File: src/rtl/pdm_audio_tx.sv
// pdm_audio_tx: PCM-to-PDM playback path for the board audio amplifier.
// Signed PCM samples arrive over valid/ready into a one-deep holding register.
// They are promoted to the active register at each sample boundary and
// modulated by a first-order sigma-delta into a 1-bit stream.
//
//   state | meaning
//   IDLE  | muted: amp off, pdm low, accumulator/active/hold flushed
//   PRIME | amp on, modulating silence until the first buffered sample loads
//   RUN   | normal playback, underrun reporting armed
module pdm_audio_tx #(
  parameter int SAMPLE_W = 16,
  parameter int CLK_DIV  = 32,
  parameter int OSR      = 64
) (
  input  logic                i_clock,
  input  logic                i_reset,      // active-low, asynchronous
  input  logic                i_enable,
  input  logic [SAMPLE_W-1:0] i_pcm_data,
  input  logic                i_pcm_valid,
  output logic                o_pcm_ready,
  output logic                o_pdm_out,
  output logic                o_audio_en,
  output logic                o_underrun
);

  localparam int TW = $clog2(CLK_DIV);
  localparam int BW = $clog2(OSR);

  typedef enum logic [1:0] {
    S_IDLE  = 2'd0,
    S_PRIME = 2'd1,
    S_RUN   = 2'd2
  } state_t;

  state_t              r_state;
  state_t              w_state_nxt;
  logic [TW-1:0]       r_tick_cnt;
  logic [BW-1:0]       r_bit_cnt;
  logic [SAMPLE_W-1:0] r_hold;
  logic                r_hold_full;
  logic [SAMPLE_W-1:0] r_active;
  logic [SAMPLE_W-1:0] r_acc;
  logic                r_pdm;

  logic                w_tick;
  logic                w_boundary;
  logic                w_accept;
  logic                w_load;
  logic                w_mod;
  logic [SAMPLE_W-1:0] w_u;
  logic [SAMPLE_W:0]   w_sum;

  assign w_tick     = (r_tick_cnt == TW'(CLK_DIV - 1));
  assign w_boundary = w_tick && (r_bit_cnt == BW'(OSR - 1));
  assign w_load     = w_boundary && r_hold_full;
  assign w_mod      = w_tick && (r_state != S_IDLE);

  // Offset-binary view of the active sample: 0x8000 -> 0, 0x7FFF -> full scale.
  assign w_u   = {~r_active[SAMPLE_W-1], r_active[SAMPLE_W-2:0]};
  assign w_sum = {1'b0, r_acc} + {1'b0, w_u};

  assign o_pcm_ready = i_enable && (r_state != S_IDLE) && !r_hold_full;
  assign w_accept    = i_pcm_valid && o_pcm_ready;
  assign o_audio_en  = (r_state != S_IDLE);
  // Boundary sees the pre-cycle hold_full, so a same-cycle accept still reports.
  assign o_underrun  = i_enable && (r_state == S_RUN) && w_boundary && !r_hold_full;
  assign o_pdm_out   = r_pdm;

  // Free-running bit and sample timing; only reset realigns it.
  always_ff @(posedge i_clock or negedge i_reset) begin
    if (!i_reset) begin
      r_tick_cnt <= '0;
      r_bit_cnt  <= '0;
    end else if (w_tick) begin
      r_tick_cnt <= '0;
      r_bit_cnt  <= (r_bit_cnt == BW'(OSR - 1)) ? '0 : r_bit_cnt + 1'b1;
    end else begin
      r_tick_cnt <= r_tick_cnt + 1'b1;
    end
  end

  // State register.
  always_ff @(posedge i_clock or negedge i_reset) begin
    if (!i_reset) r_state <= S_IDLE;
    else          r_state <= w_state_nxt;
  end

  // Next-state logic; dropping enable always returns to IDLE.
  always_comb begin
    w_state_nxt = r_state;
    if (!i_enable) begin
      w_state_nxt = S_IDLE;
    end else begin
      case (r_state)
        S_IDLE:  w_state_nxt = S_PRIME;
        S_PRIME: if (w_load) w_state_nxt = S_RUN;
        S_RUN:   w_state_nxt = S_RUN;
        default: w_state_nxt = S_IDLE;
      endcase
    end
  end

  // Sample buffering and sigma-delta modulator.
  always_ff @(posedge i_clock or negedge i_reset) begin
    if (!i_reset) begin
      r_hold      <= '0;
      r_hold_full <= 1'b0;
      r_active    <= '0;
      r_acc       <= '0;
      r_pdm       <= 1'b0;
    end else if (!i_enable || (r_state == S_IDLE)) begin
      r_hold_full <= 1'b0;
      r_active    <= '0;
      r_acc       <= '0;
      r_pdm       <= 1'b0;
    end else begin
      if (w_mod) begin
        {r_pdm, r_acc} <= w_sum;
      end
      if (w_boundary) begin
        if (r_hold_full) begin
          r_active    <= r_hold;
          r_hold_full <= 1'b0;
        end else begin
          r_active    <= '0;
        end
      end
      // Accept is only possible with hold empty, so it never races the load above.
      if (w_accept) begin
        r_hold      <= i_pcm_data;
        r_hold_full <= 1'b1;
      end
    end
  end

endmodule
File: config.mk
export PLATFORM = sky130hd
export DESIGN_NAME = pdm_audio_tx
export DESIGN_NICKNAME = d
export VERILOG_FILES = /design/src/rtl/pdm_audio_tx.sv
export SDC_FILE = /design/constraint.sdc
export NUM_CORES = 1
export LEC_CHECK = 0
export CAP_MARGIN = 10
export CORE_ASPECT_RATIO = 0.6
export CORE_MARGIN = 2
export CORE_UTILIZATION = 45
export DETAILED_ROUTE_END_ITERATION = 6
export MAX_ROUTING_LAYER = met4
export PLACE_DENSITY_LB_ADDON = 0.08
export SYNTH_ARGS = -nofsm -noshare
export SYNTH_HDL_FRONTEND = slang
export SYNTH_SLANG_ARGS = --single-unit
File: constraint.sdc
create_clock -name i_clock -period 5.5 [get_ports i_clock]
set_clock_uncertainty 0.15 [all_clocks]
set_input_delay 1.1 -clock i_clock [delete_from_list [all_inputs] [get_ports i_clock]]
set_output_delay 1.1 -clock i_clock [all_outputs]
set_load 0.05 [all_outputs]
==> impl_results.md, run 1 <==
- Status: finished, final reports clean
- Mapped Area: 3250 um2
- Post-CTS setup buffers: 0
- Crit path launch type: primary input
- Req. time, crit path: between 4000 and 5000 ps
- Worst IR Drop VDD: 0.266 mV
- Vias/cell: 5.56
- Largest buffer count on any clock path: 2
- Routed wire length per instance: about 16 um
- Post-synth top area share: 48.6%
- Buffers & Inverters on Critical Path: 2
- Crit path depth: 4
- Count of flip-flops with a built-in enable after synthesis: 0
- Core Area: 6820 um2
- Initial antenna violation count: 0
- Row count: 23
- Flop2flop setup slack: 2830 ps
- Leak Pwr: 1.81 nW
- Most common cell after layout, fill and taps aside: dfrtp_1
- RSZ-0062 raised after global routing: false
- Pin count of the biggest net entering global routing: 64
- Fin. Hold Viols: 0
- Yosys cell types: 51
- Max cap viols: 0
- Area Overhead vs Synth: 19.1%
- Initial DRC Count: 195
- Most frequent cells in the layout: dfrtp_1 (63), ha_1 (23), clkdlybuf4s50_1 (22)
- Worst Tran Pin Value: approximately 790 ps
- Post-synth net total: 330
- CP cell instances: clkdlybuf4s50_1 > nand2_1 > nor2_1 > clkdlybuf4s50_1
- CP Max Fanout: 5
- Vias in the first global route: 2121
- Final global-route overflow total: 0
- Setup TNS Final: 0 ps
- Die width: 114 um
- Async SR Flop Fraction: 100%
- Sink of the worst hold path: r_tick_cnt[0]
- Critical Path AT: approximately 2800 ps
- Most used DFF post-synth: dfrtp_1
- Setup Viol. Count Final: 0
- Fill cells: 599
- Storage element area: 1580 um2
- Switch share: 28.7%
- Core Util, Final: 56.7%
- Seq pwr share: 40.8%
- Relative slew slack: 47.3%
- Crit. End Element: primary output
- Starting density of the core: 47.6%
- Cell accounting for the most synthesized area: dfrtp_1
- Layout Cells excl Fill: 407
- Reg2Reg Depth: 8
- Vias: 2264
- Share of layout cells above drive strength 1: 14.1%
- CTS tree: yes
- Diode count: 0
- Min-delay src: r_tick_cnt[0]
- Worst-Skew Late Latency: around 330 ps
- Register area share after synthesis: a little under 50%
- Io pins: 24
- Clk sink count: 63
- Cell count after synthesis: ~290
- Fin crit share: between 70 and 80%
- Most used cell, CP: clkdlybuf4s50_1
- Internal Power: roughly 1000 uW
- Clock power frac: 41.0%
- Syn_area_per_cell: 11.3 um2
- DR pass1 iterations: 5
- Top cells by area, synth: dfrtp_1 (49%), ha_1 (8.9%), mux2_2 (5.9%)
- RD Place Congestion: 0.824
- Area of the multi-input gates: 1590 um2
- Logic pwr share: between 10% and 20%
- Final antenna-violating net count: 0
- Synth warn: 0
- Class of the worst hold path: reg -> reg
- Hold Buf Count CTS: 0
- CTS resizes: 0
- R2R Path End: r_acc[10]
- Die Ht: 69.8 um
- WHS Path Cells: 1
- CTS H-tree lvls: 3
- Final Max Tran Viols: 0
- Gr usage total: between 10% and 20%
- Final min period: 4010 ps
- Psw: 401 uW
- Reg clk slew, reported paths: 60 ps
- Overall routed net length: 6650 um
- Nets: 359
- CP top delay family: buffers and inverters
- Die area: 7930 um2
- Cts bufs inserted: 9
- Placed cell count: 391
- Power Density: 362 nW/um2
- Root buf cell: clkbuf_16
- First-pass GRT wire length: 11000 um
- Worst r2r src: r_active[0]
- Detail Placement HPWL: 4710 um
- Max Freq: roughly 0.25 GHz
- PortBufs: 23
- Slowest cell delay on critical path: 850 ps
- Critical Setup Path Class: in -> out
- Worst path slowest cell: clkdlybuf4s50_1
- Synthesis-stage register bit count: 63
- Remaining DRCs: 0
==> layer usage <==
metal / global-route usage [%] / wire length (um) / part of all wire (%)
met3: 6.03 / 434 / 6.5
met5: - / 0 / 0
met4: 6.91 / 73 / 1.1
met1: 29.9 / 3750 / 56
met2: 21.5 / 2400 / 36
==> registers in the layout (all words and copies together), names as in the netlist <==
signal       flops
o_pdm_out        1
r_acc           16
r_active        16
r_bit_cnt        6
r_hold          16
r_hold_full      1
r_state          2
r_tick_cnt       5
==> logic make-up after synthesis <==
group / Yosys count / share of synthesized area [%]
AO/OA/AOI/OAI: 78 / 17.8
AND/OR/NAND/NOR: 71 / 11.1
flip-flops: 63 / 48.6
adder cells (fa/ha/maj): 24 / 9.48
multiplexers: 23 / 7.75
buffers and inverters: 16 / 2.35
XOR/XNOR: 11 / 2.97
==> Yosys cell counts (2+ instances only) <==
master    instances
mux2i_1           6
dfrtp_1          63
nand4_1           4
a21oi_1          13
a221o_1           2
a21boi_0          3
xor2_1            5
inv_1             7
nand3_1          10
or3_1             4
nor2_1           18
o21ai_0           7
o22ai_1           2
a211oi_1          3
a22o_1           16
and3_1            3
clkbuf_1          3
a31o_1            3
nand2_1          17
a21o_1           10
buf_2             4
mux2_2           17
and4_1            2
and2_1            2
ha_1             23
o21ai_1           4
and3_2            2
a31oi_1           2
nor3_1            2
a32o_1            2
xnor2_1           6
o21a_1            2
==> cell type report <==
| cell class | count | area share [%] |
|---|---|---|
| multi-input combinational | 207 | 41.2 |
| timing repair buffer | 27 | 6.60 |
| inverter | 7 | 0.680 |
| clock inverter | 7 | 2.07 |
| tap | 87 | 2.82 |
| sequential | 63 | 40.8 |
| clock buffer | 9 | 5.83 |
==> worst max path at each step <==
stage	to	startpoint	slack, ps
finish	o_pcm_ready	i_enable	1490
floorplan	o_pcm_ready	i_enable	2310
detailed placement	o_pcm_ready	i_enable	1470
global route	o_pcm_ready	i_enable	1420
CTS	o_pcm_ready	i_enable	1470
global placement	o_pcm_ready	i_enable	1490
==> power groups by stage <==
stage          Clock [mW]  Combinational [mW]  Sequential [mW]
2_1_floorplan           0               0.175            0.568
3_3_place_gp            0               0.252            0.578
3_5_place_dp            0               0.257            0.580
4_1_cts             0.590               0.258            0.571
5_1_grt             0.615               0.280            0.580
6_report            0.574               0.255            0.571
==> through the flow <==
step	cell area [um2]	total power [mW]	setup WS (ps)	hold WS [ps]
finish	3860	1.40	1490	310
global route	3860	1.47	1420	326
CTS	3860	1.42	1470	314
detailed placement	3560	0.837	1470	312
global placement	3560	0.831	1490	303
floorplan	3250	0.743	2310	283
==> worst reg2reg max path, delay by kind of cell, from the launching register on <==
family	cells	cell delay (ps)
compound gates	4	820
fa+ha+maj	2	670
simple gates	2	540
flops	1	380
(Power assumes the default switching activity.)
==> inputs of run 2 (changes only) <==
==> constraint.sdc (replaced) <==
create_clock -name i_clock -period 3.9 [get_ports i_clock]
set_clock_uncertainty 0.15 [all_clocks]
set_input_delay 0.78 -clock i_clock [delete_from_list [all_inputs] [get_ports i_clock]]
set_output_delay 0.78 -clock i_clock [all_outputs]
set_load 0.05 [all_outputs]
==> impl_results.md, run 2 (synthesis gave the netlist of run 1 again) <==
- Status: finished, final reports clean
- Nets: 358
- CP top delay family: simple AND/OR/NAND/NOR gates
- First-pass GRT wire length: 11100 um
- Relative slew slack: 24.4%
- Worst IR Drop VDD: 0.363 mV
- Final WS setup: 1030 ps
- Vias: between 2000 and 2500
- Worst Tran Pin Value: 1130 ps
- Worst path slowest cell: dfrtp_1
- Final antenna-violating net count: 0
- Core Util, Final: 56.8%
- Vias in the first global route: 2118
- Reg2Reg Depth: 8
- Hold Buf Count CTS: 0
- Clk sink count: between 60 and 70
- Area Overhead vs Synth: 19.4%
- Crit path launch type: flip-flop
- Critical Path AT: 1940 ps
- WHS: 310 ps
- Largest buffer count on any clock path: 2
- Most common cell after layout, fill and taps aside: dfrtp_1
- Worst-Skew Late Latency: 330 ps
- Starting density of the core: 47.6%
- Storage element area: between 1500 and 2000 um2
- Buffers & Inverters on Critical Path: 1
- Leak Pwr: 1.83 nW
- Class of the worst hold path: reg -> reg
- Setup Viol. Count Final: 0
- Final global-route overflow total: 0
- CTS tree: yes
- Setup TNS Final: 0 ps
- Detail Placement HPWL: 4640 um
- Biggest regs: r_acc: 16 flops, r_active: 16 flops, r_hold: 16 flops
- Row count: 23
- Final Max Tran Viols: 0
- Pin count of the biggest net entering global routing: 46
- CTS resizes: 0
- RSZ-0062 raised after global routing: false
- Flop2flop setup slack: 1210 ps
- Die width: 114 um
- Total power: 2.00 mW
- Gr usage total: 19.1%
- Final min period: 2870 ps
- CP cell instances: ha_1 > and3_1 > ha_1 > and4_1 > and4b_1 > buf_4
- Remaining DRCs: 0
- DR pass1 iterations: 4
- Crit. End Element: primary output
- Most frequent cells in the layout: dfrtp_1 (63), ha_1 (23), clkdlybuf4s50_1 (20)
- Max cap viols: 0
- Reg clk slew, reported paths: 50 ps
- Initial antenna violation count: 0
- Req. time, crit path: 2970 ps
- Post-CTS setup buffers: 0
- Power Density: between 500 and 600 nW/um2
- Post-Place Worst Slack: 893 ps
- Most used cell, CP: ha_1
- Fin. Hold Viols: 0
- PortBufs: 23
- Fill cells: 612
- Share of layout cells above drive strength 1: 14.4%
- Area of the multi-input gates: 1590 um2
- Overall routed net length: between 6000 and 7000 um
- CP Max Fanout: 4
- Vias/cell: ~5.5
- Routed wire length per instance: 16.1 um
- R2R Path End: r_acc[10]
- Io pins: 24
- Fin crit share: 73.7%
- Cts bufs inserted: 9
- Initial DRC Count: between 150 and 200
- Worst r2r src: r_active[0]
- Diode count: 0
- Die area: 7930 um2
- Crit path depth: 6
- Max Freq: 0.348 GHz
- Die Ht: 69.8 um
- Worst setup path end: o_underrun
- RD Place Congestion: 0.843
- Core Area: 6820 um2
- Root buf cell: clkbuf_16
- Slowest cell delay on critical path: 390 ps
- CP startpoint: r_tick_cnt[0]
- CTS H-tree lvls: 3
- Critical Setup Path Class: reg -> out
==> run 2: cell types whose count changed in the layout (fill, tap and decap cells not counted) <==
cell,previous run,this run
clkbuf_8,0,4
clkdlybuf4s50_1,22,20
clkinvlp_4,2,0
buf_4,4,5
clkinv_4,2,1
inv_6,2,1
==> run 2: power breakdown <==
group          total [mW]  leakage [nW]  switching [mW]  internal (mW)
clock               0.850         0.162           0.283          0.567
sequential          0.810         0.831          0.0575          0.752
combinational       0.340         0.835           0.194          0.146
total                2.00          1.83           0.534           1.47
==> run 2: per-stage QoR <==
stage	area, um2	cells
final	3870	406
after global routing	3870	406
after CTS	3870	406
after detailed placement	3550	390
after global placement	3550	390
after floorplan	3250	286
==> run 2: worst min path at each step <==
| stage | endpoint | start | cells past startpoint |
|---|---|---|---|
| floorplan | r_tick_cnt[0] | r_tick_cnt[0] | 1 |
| global placement | r_tick_cnt[0] | r_tick_cnt[0] | 1 |
| detailed placement | r_tick_cnt[0] | r_tick_cnt[0] | 1 |
| CTS | r_tick_cnt[0] | r_tick_cnt[0] | 1 |
| global route | r_tick_cnt[0] | r_tick_cnt[0] | 1 |
| finish | r_tick_cnt[0] | r_tick_cnt[0] | 1 |
==> run 2: area by class of cell <==
cell class / count / area share, %
Tap cell: 87 / 2.81
Clock inverter: 3 / 1.23
Clock buffer: 13 / 7.23
Multi-Input combinational cell: 207 / 41.1
Timing Repair Buffer: 26 / 6.26
Inverter: 7 / 0.678
Sequential cell: 63 / 40.7
==> run 2: metal layers <==
metal | global-route usage (%) | wire length, um | up-vias
li1 | - | - | 1133
met1 | 30.5 | 3820 | 1068
met2 | 21.7 | 2410 | 41
met3 | 6.03 | 256 | 6
met4 | 6.10 | 57 | 0
met5 | - | 0 | -
